==> config.mk <==
export PLATFORM = sky130hd
export DESIGN_NAME = dmem_access_unit
export DESIGN_NICKNAME = d
export VERILOG_FILES = /design/src/rtl/dmem_access_unit.sv
export SDC_FILE = /design/constraint.sdc
export NUM_CORES = 1
export LEC_CHECK = 0
export CAP_MARGIN = 10
export CORE_ASPECT_RATIO = 1.25
export CORE_UTILIZATION = 44
export CTS_BUF_LIST = sky130_fd_sc_hd__clkbuf_4 sky130_fd_sc_hd__clkbuf_8
export DETAILED_ROUTE_END_ITERATION = 8
export PLACE_DENSITY_LB_ADDON = 0.08
export REMOVE_ABC_BUFFERS = 1
export SETUP_SLACK_MARGIN = 0.05
export SYNTH_ARGS = -nofsm -noshare
export SYNTH_HDL_FRONTEND = slang
export SYNTH_SLANG_ARGS = --single-unit
export TNS_END_PERCENT = 30
==> constraint.sdc <==
create_clock -name clk -period 2 [get_ports clk]
set_clock_uncertainty 0.1 [all_clocks]
set_input_delay 0.6 -clock clk [delete_from_list [all_inputs] [get_ports clk]]
set_output_delay 0.6 -clock clk [all_outputs]
set_load 0.05 [all_outputs]
==> src/rtl/dmem_access_unit.sv <==
// rtl/dmem_access_unit.sv - multi-cycle data-memory access stage (word port, sub-word stores by read-modify-write)
//
// Ports:
//   clk, rst               clock (rising edge), synchronous active-high reset
//   start, is_store, ctr   request strobe (accepted in IDLE only), direction, access type
//   addr, wdata            byte address and store data, sampled with start
//   busy, done, err        in-progress flag, one-cycle completion pulse, error qualifier of done
//   rdata                  lane-aligned load result, zero-filled above the selected byte/half
//   mem_req, mem_we        memory request (held until mem_ack) and write qualifier
//   mem_addr, mem_wdata    word address and full write word
//   mem_ack, mem_rdata     memory completion strobe and read word

module dmem_access_unit #(
  parameter int TIMEOUT_CYC = 255
) (
  input  logic        clk,
  input  logic        rst,
  input  logic        start,
  input  logic        is_store,
  input  logic [2:0]  ctr,
  input  logic [31:0] addr,
  input  logic [31:0] wdata,
  output logic        busy,
  output logic        done,
  output logic        err,
  output logic [31:0] rdata,
  output logic        mem_req,
  output logic        mem_we,
  output logic [31:0] mem_addr,
  output logic [31:0] mem_wdata,
  input  logic        mem_ack,
  input  logic [31:0] mem_rdata
);

  localparam int            CW       = $clog2(TIMEOUT_CYC + 1);
  localparam logic [CW-1:0] TMO_LAST = CW'(TIMEOUT_CYC - 1);

  typedef enum logic [2:0] {IDLE, CHECK, RD, WR, FIN} state_t;

  state_t        state;
  state_t        state_nx;

  logic          st_q;
  logic [2:0]    ctr_q;
  logic [1:0]    off_q;
  logic [31:0]   wdata_q;
  logic          err_q;
  logic [CW-1:0] tcnt;

  logic          legal;
  logic          word_op;
  logic          half_op;
  logic          chk_err;
  logic          in_req;
  logic          tmo;

  // Move the addressed byte/half down to bit 0 and zero the rest.
  function automatic logic [31:0] lane_load(input logic [2:0] c, input logic [1:0] off,
                                            input logic [31:0] w);
    logic [7:0]  b;
    logic [15:0] h;
    b = w[{off, 3'b000} +: 8];
    h = w[{off[1], 4'b0000} +: 16];
    case (c)
      3'b001, 3'b010: lane_load = {24'h0, b};
      3'b011, 3'b100: lane_load = {16'h0, h};
      default:        lane_load = w;
    endcase
  endfunction

  // Insert the store byte/half into the word just read back.
  function automatic logic [31:0] lane_merge(input logic [2:0] c, input logic [1:0] off,
                                             input logic [31:0] w, input logic [31:0] d);
    logic [31:0] r;
    r = w;
    case (c)
      3'b001:  r[{off, 3'b000} +: 8]     = d[7:0];
      3'b011:  r[{off[1], 4'b0000} +: 16] = d[15:0];
      default: r = d;
    endcase
    lane_merge = r;
  endfunction

  always_comb begin
    legal = 1'b0;
    if (st_q) begin
      legal = (ctr_q == 3'b000) || (ctr_q == 3'b001) || (ctr_q == 3'b011);
    end else begin
      legal = (ctr_q <= 3'b100);
    end
    word_op = (ctr_q == 3'b000);
    half_op = (ctr_q == 3'b011) || (ctr_q == 3'b100);
    chk_err = !legal || (word_op && (off_q != 2'b00)) || (half_op && off_q[0]);
  end

  assign in_req = (state == RD) || (state == WR);
  // Last allowed unacknowledged cycle: the counter would reach TIMEOUT_CYC.
  assign tmo    = in_req && !mem_ack && (tcnt == TMO_LAST);

  always_ff @(posedge clk) begin
    if (rst) begin
      state <= IDLE;
    end else begin
      state <= state_nx;
    end
  end

  always_comb begin
    state_nx = state;
    case (state)
      IDLE:  if (start) state_nx = CHECK;
      CHECK: begin
        if (chk_err) begin
          state_nx = FIN;
        end else if (st_q && word_op) begin
          state_nx = WR;
        end else begin
          state_nx = RD;
        end
      end
      RD: begin
        if (mem_ack) begin
          state_nx = st_q ? WR : FIN;
        end else if (tmo) begin
          state_nx = FIN;
        end
      end
      WR:    if (mem_ack || tmo) state_nx = FIN;
      FIN:   state_nx = IDLE;
      default: state_nx = IDLE;
    endcase
  end

  always_comb begin
    busy    = 1'b0;
    done    = 1'b0;
    err     = 1'b0;
    mem_req = 1'b0;
    mem_we  = 1'b0;
    case (state)
      CHECK: busy = 1'b1;
      RD: begin
        busy    = 1'b1;
        mem_req = 1'b1;
      end
      WR: begin
        busy    = 1'b1;
        mem_req = 1'b1;
        mem_we  = 1'b1;
      end
      FIN: begin
        done = 1'b1;
        err  = err_q;
      end
      default: ;
    endcase
  end

  always_ff @(posedge clk) begin
    if (rst) begin
      st_q      <= 1'b0;
      ctr_q     <= 3'b000;
      off_q     <= 2'b00;
      wdata_q   <= 32'h0;
      err_q     <= 1'b0;
      tcnt      <= '0;
      rdata     <= 32'h0;
      mem_addr  <= 32'h0;
      mem_wdata <= 32'h0;
    end else begin
      // Counter runs only across unacknowledged request cycles, so it is
      // zero on every entry to RD or WR.
      if (in_req && !mem_ack) begin
        tcnt <= tcnt + CW'(1);
      end else begin
        tcnt <= '0;
      end

      case (state)
        IDLE: begin
          if (start) begin
            st_q     <= is_store;
            ctr_q    <= ctr;
            off_q    <= addr[1:0];
            wdata_q  <= wdata;
            mem_addr <= {addr[31:2], 2'b00};
            rdata    <= 32'h0;
            err_q    <= 1'b0;
          end
        end
        CHECK: begin
          if (chk_err) err_q <= 1'b1;
          mem_wdata <= wdata_q;
        end
        RD: begin
          if (mem_ack) begin
            if (st_q) begin
              mem_wdata <= lane_merge(ctr_q, off_q, mem_rdata, wdata_q);
            end else begin
              rdata <= lane_load(ctr_q, off_q, mem_rdata);
            end
          end else if (tmo) begin
            err_q <= 1'b1;
          end
        end
        WR: begin
          if (tmo) err_q <= 1'b1;
        end
        default: ;
      endcase
    end
  end

endmodule

# Yosys cells after proc, flatten, opt, wreduce, memory -nomap -nowiden
# Cells that the tools add are included.
word_totals:
  output_inout_bits: 101
  input_bits: 104
  elab_cells: 98
  ff_bits: 144
op_classes:
  shifts: 6
  n_eq_ne: 17
  reduce_logical: 30
  n_bitwise: 1
  magnitude_cmp: 1
  add_sub_neg: 3
  n_mux: 30
op_table:
  columns: ["op", "n"]
  rows:
  - ["one-hot mux 32 bit (2 select lines)", 4]
  - ["2-to-1 mux 32 bit", 5]
  - ["bitwise mux 32 bit", 2]
  - ["variable shift 16 x 7 -> 32 bit (first input constant)", 1]
  - ["variable shift 8 x 7 -> 32 bit (first input constant)", 1]
  - ["indexed part select 16 x 7 -> 32 bit", 1]
  - ["indexed part select 32 x 6 -> 16 bit", 1]
  - ["indexed part select 32 x 6 -> 8 bit", 1]
  - ["indexed part select 8 x 7 -> 32 bit", 1]
  - ["2-to-1 mux 3 bit", 6]
  - ["negator 5 -> 7 bit", 2]
  - ["equality test 3 x 2 -> 1 bit (second input constant)", 4]
  - ["inequality test 2 bit (second input constant)", 6]
  - ["one-hot mux 3 bit (4 select lines)", 1]
  - ["2-to-1 mux 1 bit", 11]
  - ["adder 8 x 1 -> 8 bit (second input constant)", 1]
  - ["equality test 8 bit (second input constant)", 1]
  - ["AND reduction 4 bit", 2]
  - ["OR reduction 2 bit", 4]
  - ["logical OR 1 bit", 7]
  - ["equality test 3 x 1 -> 1 bit (second input constant)", 2]
  - ["equality test 3 bit (second input constant)", 2]
  - ["logical NOT 3 bit", 2]
  - ["AND reduction 3 bit", 2]
  - ["other kinds (11)", 18]

# Longest topological paths before layout
depth:
  word_depth: 9
  mapped_depth: 9
  mapped_depth_nobuf: 7

# Worst setup path before layout
# No wires, ideal clock.
synth_path:
  path_type: "register to register"
  from: "register off_q[0]"
  to: "register mem_wdata[16]"
  arrival_time_ps: 1900
  path_buffers: 0
  required_ps: 1830
  slack_ps: -70
  synth_period_minus_slack_ps: 2070
  setup_ps: 70
  stages_incl_launch_ff: 8
  path_cell_list: "dfxtp_1 inv_1 ha_1 nand2_1 nor4_2 a221oi_1 a211o_1 a21oi_1"
synth_between:
  elab_chain_len: 7
  elab_cells_between_ends: 8
  cone_classes: "add/sub: 1; shift: 2; mux: 5"
synth_lines:
  columns: ["item", "line_no", "source"]
  rows:
  - ["from (decl)", "45", "logic [1:0] off_q;"]
  - ["from (signal assigned)", "184", "off_q <= addr[1:0];"]
  - ["negator 5 -> 7 bit *", "77", "3'b001: r[{off, 3'b000} +: 8] = d[7:0];"]
  - ["indexed part select 8 x 7 -> 32 bit or variable shift 8 x 7 -> 32 bit (tied branches)", "77", null]
  - ["bitwise mux 32 bit *", "77", null]
  - ["one-hot mux 32 bit (2 select lines) *", "76", "case (c)"]
  - ["2-to-1 mux 32 bit *", "197", "if (st_q) begin"]
  - ["2-to-1 mux 32 bit *", "196", "if (mem_ack) begin"]
  - ["one-hot mux 32 bit (2 select lines) *", "179", "case (state)"]
  - ["to (signal assigned)", "193", "mem_wdata <= wdata_q;"]
  - ["to (signal assigned)", "198", "mem_wdata <= lane_merge(ctr_q, off_q, mem_rdata, wdata_q);"]
  - ["to (decl)", "30", "output logic [31:0] mem_wdata,"]
# Mark *: on every way between the ends. The rest lies on a longest branch, timed or not. The select of a mux whose other input is x is not followed.
# A chain may end at the register's enable or synchronous reset.

# Final worst setup path
layout_path:
  from: "register state[1]"
  to: "output port err"
layout_between:
  elab_chain_len: 2
layout_lines:
  columns: ["item", "line_no", "source"]
  rows:
  - ["from (decl)", "40", "state_t state;"]
  - ["from (signal assigned)", "104", "state <= state_nx;"]
  - ["equality test 3 bit", "140", "case (state)"]
  - ["2-to-1 mux 1 bit", "140", null]
  - ["to (decl)", "25", "output logic err,"]
# No other way between the ends.

==> results.yml <==
pwr:
  comb_power_share: 0.438
  switching_share: 0.397
  p_int_mw: 6.48
  p_sw_mw: 4.26
  power_frac_seq: 0.338
  p_leak_nw: 4.11
  ir_worst_vdd_mv: 0.649
  power.total_mw: 10.7
  powerDensity_nw_per_um2: 1040
  pwr-share-clk: 0.223
clock_tree:
  h-tree-depth: 4
  cts_buffer_depth: 2
  cts_tree: "yes"
  clkLatencyLatePin_ns: 0.46
  cts_made_buffers: 17
  cts_hold_buf: 0
  clock-root-buffer: "clkbuf_8"
  clkTransAtPathRegs_ns: 0.08
  cts_num_sinks: 144
global_route:
  grt_pass1_vias: 6846
  grt_max_degree: 69
  grt_use_total: 0.279
  grt-ovfl-total: 0
  grt_pass1_wl_mm: 34.9
  antenna_found_initial: 0
place:
  io_buffers: 202
  dp_hpwl_mm: 16.1
  globalplace.congestion: 0.891
  place_inst: 1279
drt:
  wl_per_cell_um: 17.2
  antenna_left: 0
  vias_per_cell: 5.50
  routed_wl_mm: 22.8
  drc: 0
  drt_iter0_drc: 481
  vias: 7296
  dr.pass1.iters: 5
sta:
  slew_violations: 0
  tns_ns: 0
  period_needed_ns: 1.99
  worst_slew_pin_slew_ns: 0.652
  timing.slew.headroom: 0.560
  min_period_over_period: 0.993
  fmax_ghz: 0.504
  hold_violations: 0
  finalSetupViolations: 0
  rsz0062_at_grt: "yes"
yosys:
  synth_top_cell_by_area: "dfxtp_1"
  synth_enable_flop_cells: 0
  yosys-top-cells-area: "dfxtp_1 (42%), nand2_1 (10%), a21oi_1 (7.7%), mux2_2 (3.6%), a221oi_1 (3.6%)"
  synth_top_cell_area_share: 0.418
  synth-async-reset-ratio: 0
  yosysSeqAreaShare: 0.418
  yosys_warnings: 0
  synth_seq_cells: 144
  avgSynthCellArea_um2: 8.03
  synth_cells: 859
  netlist_area_um2: 6900
  synthFlopType: "dfxtp_1"
  yosysUniqueCellTypes: 61
worst_setup_path:
  max_stage_delay_ns: 0.38
  critical_path_class: "reg2out"
  arrival_ns: 1.29
  critPathRequiredTime_ns: 1.30
  cp_max_fo: 4
  cp-end-kind: "primary output"
  start_kind: "flop"
  crit_chain: "nor2_4 > and3_4 > buf_12"
  slowest_stage: "dfxtp_4"
die:
  die_x_um: 114
  start_util: 0.456
  num_rows: 50
  ios: 205
  floorplan.die.height_um: 142
  dieArea_um2: 16200
  core_um2: 15100
cells_and_area:
  fillCellCount: 1299
  n_antenna_cell: 0
  drive_above_1_share: 0.280
  mostFrequentLayoutCells: "nand2_1 (191), buf_4 (171), dfxtp_1 (137)"
  nets: 1217
  final_common_cell: "nand2_1"
  area_growth_pct: 49.6
  final_cells: 1327
run:
  cap_violations: 0
outcome:
  outcome: "finished clean"
min_path:
  hp-class: "reg2reg"
-- worst max-delay path, delay by kind of cell (launching register included) --
family / cells / cell delay [ns]
simple gates: 2 / 0.33
flops: 1 / 0.38
buf+inv: 1 / 0.13
-- synthesized netlist by cell type, drive strengths merged, types with 5 or more instances --
cell	count
o2bb2ai	15
nor3	19
inv	13
ha	7
nand3	15
o21ai	24
mux2i	8
a22oi	22
or3	5
nand2b	6
buf	29
a31oi	14
nor3b	18
a21oi	106
mux2	22
a211o	10
nor2b	6
dfxtp	144
clkbuf	44
nor2	65
nand2	193
a221oi	28
-- power groups by stage --
stage / registers, mW / logic, mW / clock network (mW)
detailed placement: 3.69 / 4.37 / 0
global route: 3.67 / 5.02 / 2.56
finish: 3.64 / 4.71 / 2.40
CTS: 3.61 / 4.52 / 2.44
global placement: 3.68 / 4.33 / 0
floorplan: 4.46 / 1.59 / 0
-- metal layers --
layer,share of wire,GRT usage
met1,0.41,0.339
met2,0.49,0.467
met5,0,0
met4,0.031,0.111
met3,0.065,0.0733
-- per-stage QoR --
stage	util	cell area (µm²)	hold slack (ns)	setup WS, ns
after floorplan	-	6580	0.330	-1.27
after global placement	0.627	9490	0.340	-0.419
after detailed placement	0.627	9490	0.348	-0.466
after CTS	0.664	10000	0.359	-0.0105
after global routing	0.682	10300	0.378	-0.0406
final	0.682	10300	0.357	0.0140
-- logic make-up (layout without fill, tap and decap cells) --
family,after synthesis,count (layout),synth area share
adders and majority gates,7,7,0.0127
buffers and inverters,86,345,0.0537
other,1,2,0.000544
xor gates and xnor gates,6,6,0.00871
AOI/OAI and AO/OA,241,241,0.225
and+or+nand+nor,342,342,0.227
DFF,144,144,0.418
muxes,32,32,0.0541
-- layout make-up --
| class | count | area [µm²] | share of cell area |
|---|---|---|---|
| multi-input cells | 630 | 3880 | 0.376 |
| clock inverters | 9 | 104 | 0.0101 |
| clock buffers | 23 | 310 | 0.0301 |
| inverters | 13 | 53.8 | 0.00521 |
| repair buffers | 300 | 2810 | 0.272 |
| flip-flops and latches | 144 | 2900 | 0.281 |
| well taps | 208 | 260 | 0.0252 |
-- worst paths after layout --
| path | to | cells past startpoint | slack, ns | start |
|---|---|---|---|---|
| hold / removal | mem_addr[9] | 2 | 0.36 | mem_addr[9] |
| setup / recovery | err | 3 | 0.01 | state[1] |
| setup reg to reg | mem_wdata[20] | 8 | 0.07 | off_q[1] |
| hold reg to reg | mem_addr[9] | 2 | 0.36 | mem_addr[9] |
-- timing repair --
action | CTS | global route
buffers inserted | 7 | 8
resized for setup | 25 | 43
setup endpoints to repair | 40 | 50
pin swaps | 5 | 22
cloned | 0 | 1
-- sequential cells by signal, summed over array words and instances (netlist names) --
register / flops
rdata: 32
st_q: 1
state: 3
ctr_q: 3
mem_addr: 30
tcnt: 8
off_q: 2
err_q: 1
mem_wdata: 32
wdata_q: 32
Power figures use the tool's default switching activity.
==> patch (same flow settings) <==
Reset style: asynchronous (`rst`), changed in 2 clocked blocks. Comments in the files are not updated.
--- a/src/rtl/dmem_access_unit.sv
+++ b/src/rtl/dmem_access_unit.sv
@@ -97,7 +97,7 @@
   // Last allowed unacknowledged cycle: the counter would reach TIMEOUT_CYC.
   assign tmo    = in_req && !mem_ack && (tcnt == TMO_LAST);
 
-  always_ff @(posedge clk) begin
+  always_ff @(posedge clk or posedge rst) begin
     if (rst) begin
       state <= IDLE;
     end else begin
@@ -156,7 +156,7 @@
     endcase
   end
 
-  always_ff @(posedge clk) begin
+  always_ff @(posedge clk or posedge rst) begin
     if (rst) begin
       st_q      <= 1'b0;
       ctr_q     <= 3'b000;
Behaviour: differs if rst is asserted again (counterexample within 4 cycles, from zero or initial values and one cycle with rst high); with rst held inactive, the same outputs for 4 cycles.
==> patch against the unedited design <==
The flow now finishes with violations (negative setup slack). Area after synthesis grew 4.1%. Routed wire length shrank 0.23%. Count of clock-buffer cells in the layout shrank 2. First-iteration DRC count shrank 0.21%. Sequential cell count is the same. Setup slack lost 0.095 ns. Cell count shrank 13%. Cell area grew 8.6%. Critical path type unchanged.
Power is not compared: it rests on default switching activity, and its combinational part moved more than twofold at a synthesized area within 25%.
==> patch: results <==
metrics = {
    "timing": {
        "setup_viol": 12,
        "finalWorstSetupSlack_ns": -0.0813,
        "hold_slack_ns": 0.383,
        "setup_tns_ns": -0.321,
    },
    "status": {
        "status": "finished with violations",
        "failed_checks": "negative setup slack",
    },
    "placed_design": {
        "hpwl_um": 16700,
        "placed_area_mm2": 0.0103,
        "place_ws_ns": -0.421,
        "gp_congestion": 0.893,
        "port_buffers": 202,
    },
    "power_and_ir_drop": {
        "switching_power_uw": 9080,
    },
    "detailed_routing": {
        "vias_per_cell": 5.74,
        "drt-total-wl_um": 22800,
        "wl_met2_um": 11900,
        "first_iter_violations": 480,
        "firstDrtPassIters": 6,
        "wl_met1_um": 8700,
        "wl_met3_um": 1390,
    },
    "global_route": {
        "grt_pass1_vias": 6560,
        "grt_usage_pct": 27.9,
        "grt_pass1_wl_um": 35200,
        "grt_max_degree": 34,
    },
    "worst_setup_path": {
        "cp-startpoint": "state[0]$_DFFE_PP0P_",
        "crit_path_max_fanout": 3,
        "rrSetupSlack_ns": -0.02,
        "r2r_start": "state[2]$_DFFE_PP0P_",
        "r2r_end": "mem_wdata[9]$_DFFE_PP0P_",
        "arrival_ns": 1.38,
        "reg2reg_depth": 8,
    },
    "final_layout": {
        "fin_cells": 1148,
        "drive_gt1_share_pct": 38.7,
        "final_nets": 1034,
    },
    "logic_synthesis": {
        "ys_types": 58,
        "netlist_top_cells_area": "dfrtp_1, mux2_2, mux2i_1, a221oi_1, a22o_1",
        "ys_async_sr_fraction_pct": 100,
        "syn_area_per_cell_um2": 11.2,
        "synth_warnings": 0,
        "synth_common_cells": "dfrtp_1, mux2_2, nor2_1",
        "synth-seq-area-share_pct": 50.2,
    },
    "clocking": {
        "cts_buffer_depth": 2,
        "clock_latency_ns": 0.46,
        "htree_levels": 4,
        "cts.reportedPaths.clkPinSlew_ns": 0.09,
        "cts_buffers": 17,
    },
    "min_path": {
        "hold_path.class": "in2async",
    },
}
[patch: cell types whose count changed after synthesis, moves of 14 or more]
cell / unedited run / this run
mux2i_1: 8 / 26
dfrtp_1: 0 / 144
mux2_2: 22 / 65
dfxtp_1: 144 / 0
nor3_1: 17 / 2
a22oi_1: 22 / 8
nand2_1: 192 / 40
a21oi_1: 106 / 10
clkbuf_1: 44 / 20
a22o_1: 0 / 24
o2bb2ai_1: 15 / 0
nor3b_1: 17 / 0
[patch: power by group through the flow]
stage | Clock [µW] | Combinational [µW] | Sequential (µW)
after detailed placement | 0 | 11100 | 5420
after global placement | 0 | 10900 | 5380
after floorplan | 0 | 3220 | 7690
after global routing | 2670 | 12500 | 5550
after CTS | 2520 | 11500 | 5360
final | 2490 | 11800 | 5400
[patch: final cells by class]
type	instances	area [µm²]
tap	212	265
clock inverter	11	141
fill	1179	4550
timing repair buffer	310	3280
inverter	11	46.3
multi-input combinational	439	3580
sequential	144	3610
clock buffer	21	289
[patch: kinds of logic after synthesis]
group,after synthesis,share of synthesized area [%]
AND/OR/NAND/NOR,167,11.9
AO/OA/AOI/OAI,164,18.0
flip-flops,144,50.2
multiplexers,91,13.8
buffers and inverters,61,3.82
XOR/XNOR,8,0.976
adder cells (fa/ha/maj),7,1.22
other,1,0.0522
[patch: what timing repair did]
action / CTS / global route
gates resized for setup: 31 / 38
setup endpoints to repair: 78 / 92
setup buffers: 9 / 2
hold buffers: 0 / 0
cloned: 1 / 0
pin swaps: 20 / 24
[patch: worst max-delay path: stages, from the launching register on]
cell and delay [ns]:
dfrtp_2 0.45, nor2_4 0.14, and3_4 0.21, buf_12 0.13
[patch: layer usage]
layer / vias up / track usage (%)
li1: 2974 / -
met1: 3259 / 33.5
met2: 301 / 47.8
met3: 53 / 6.12
met4: 0 / 11.9
met5: - / 0
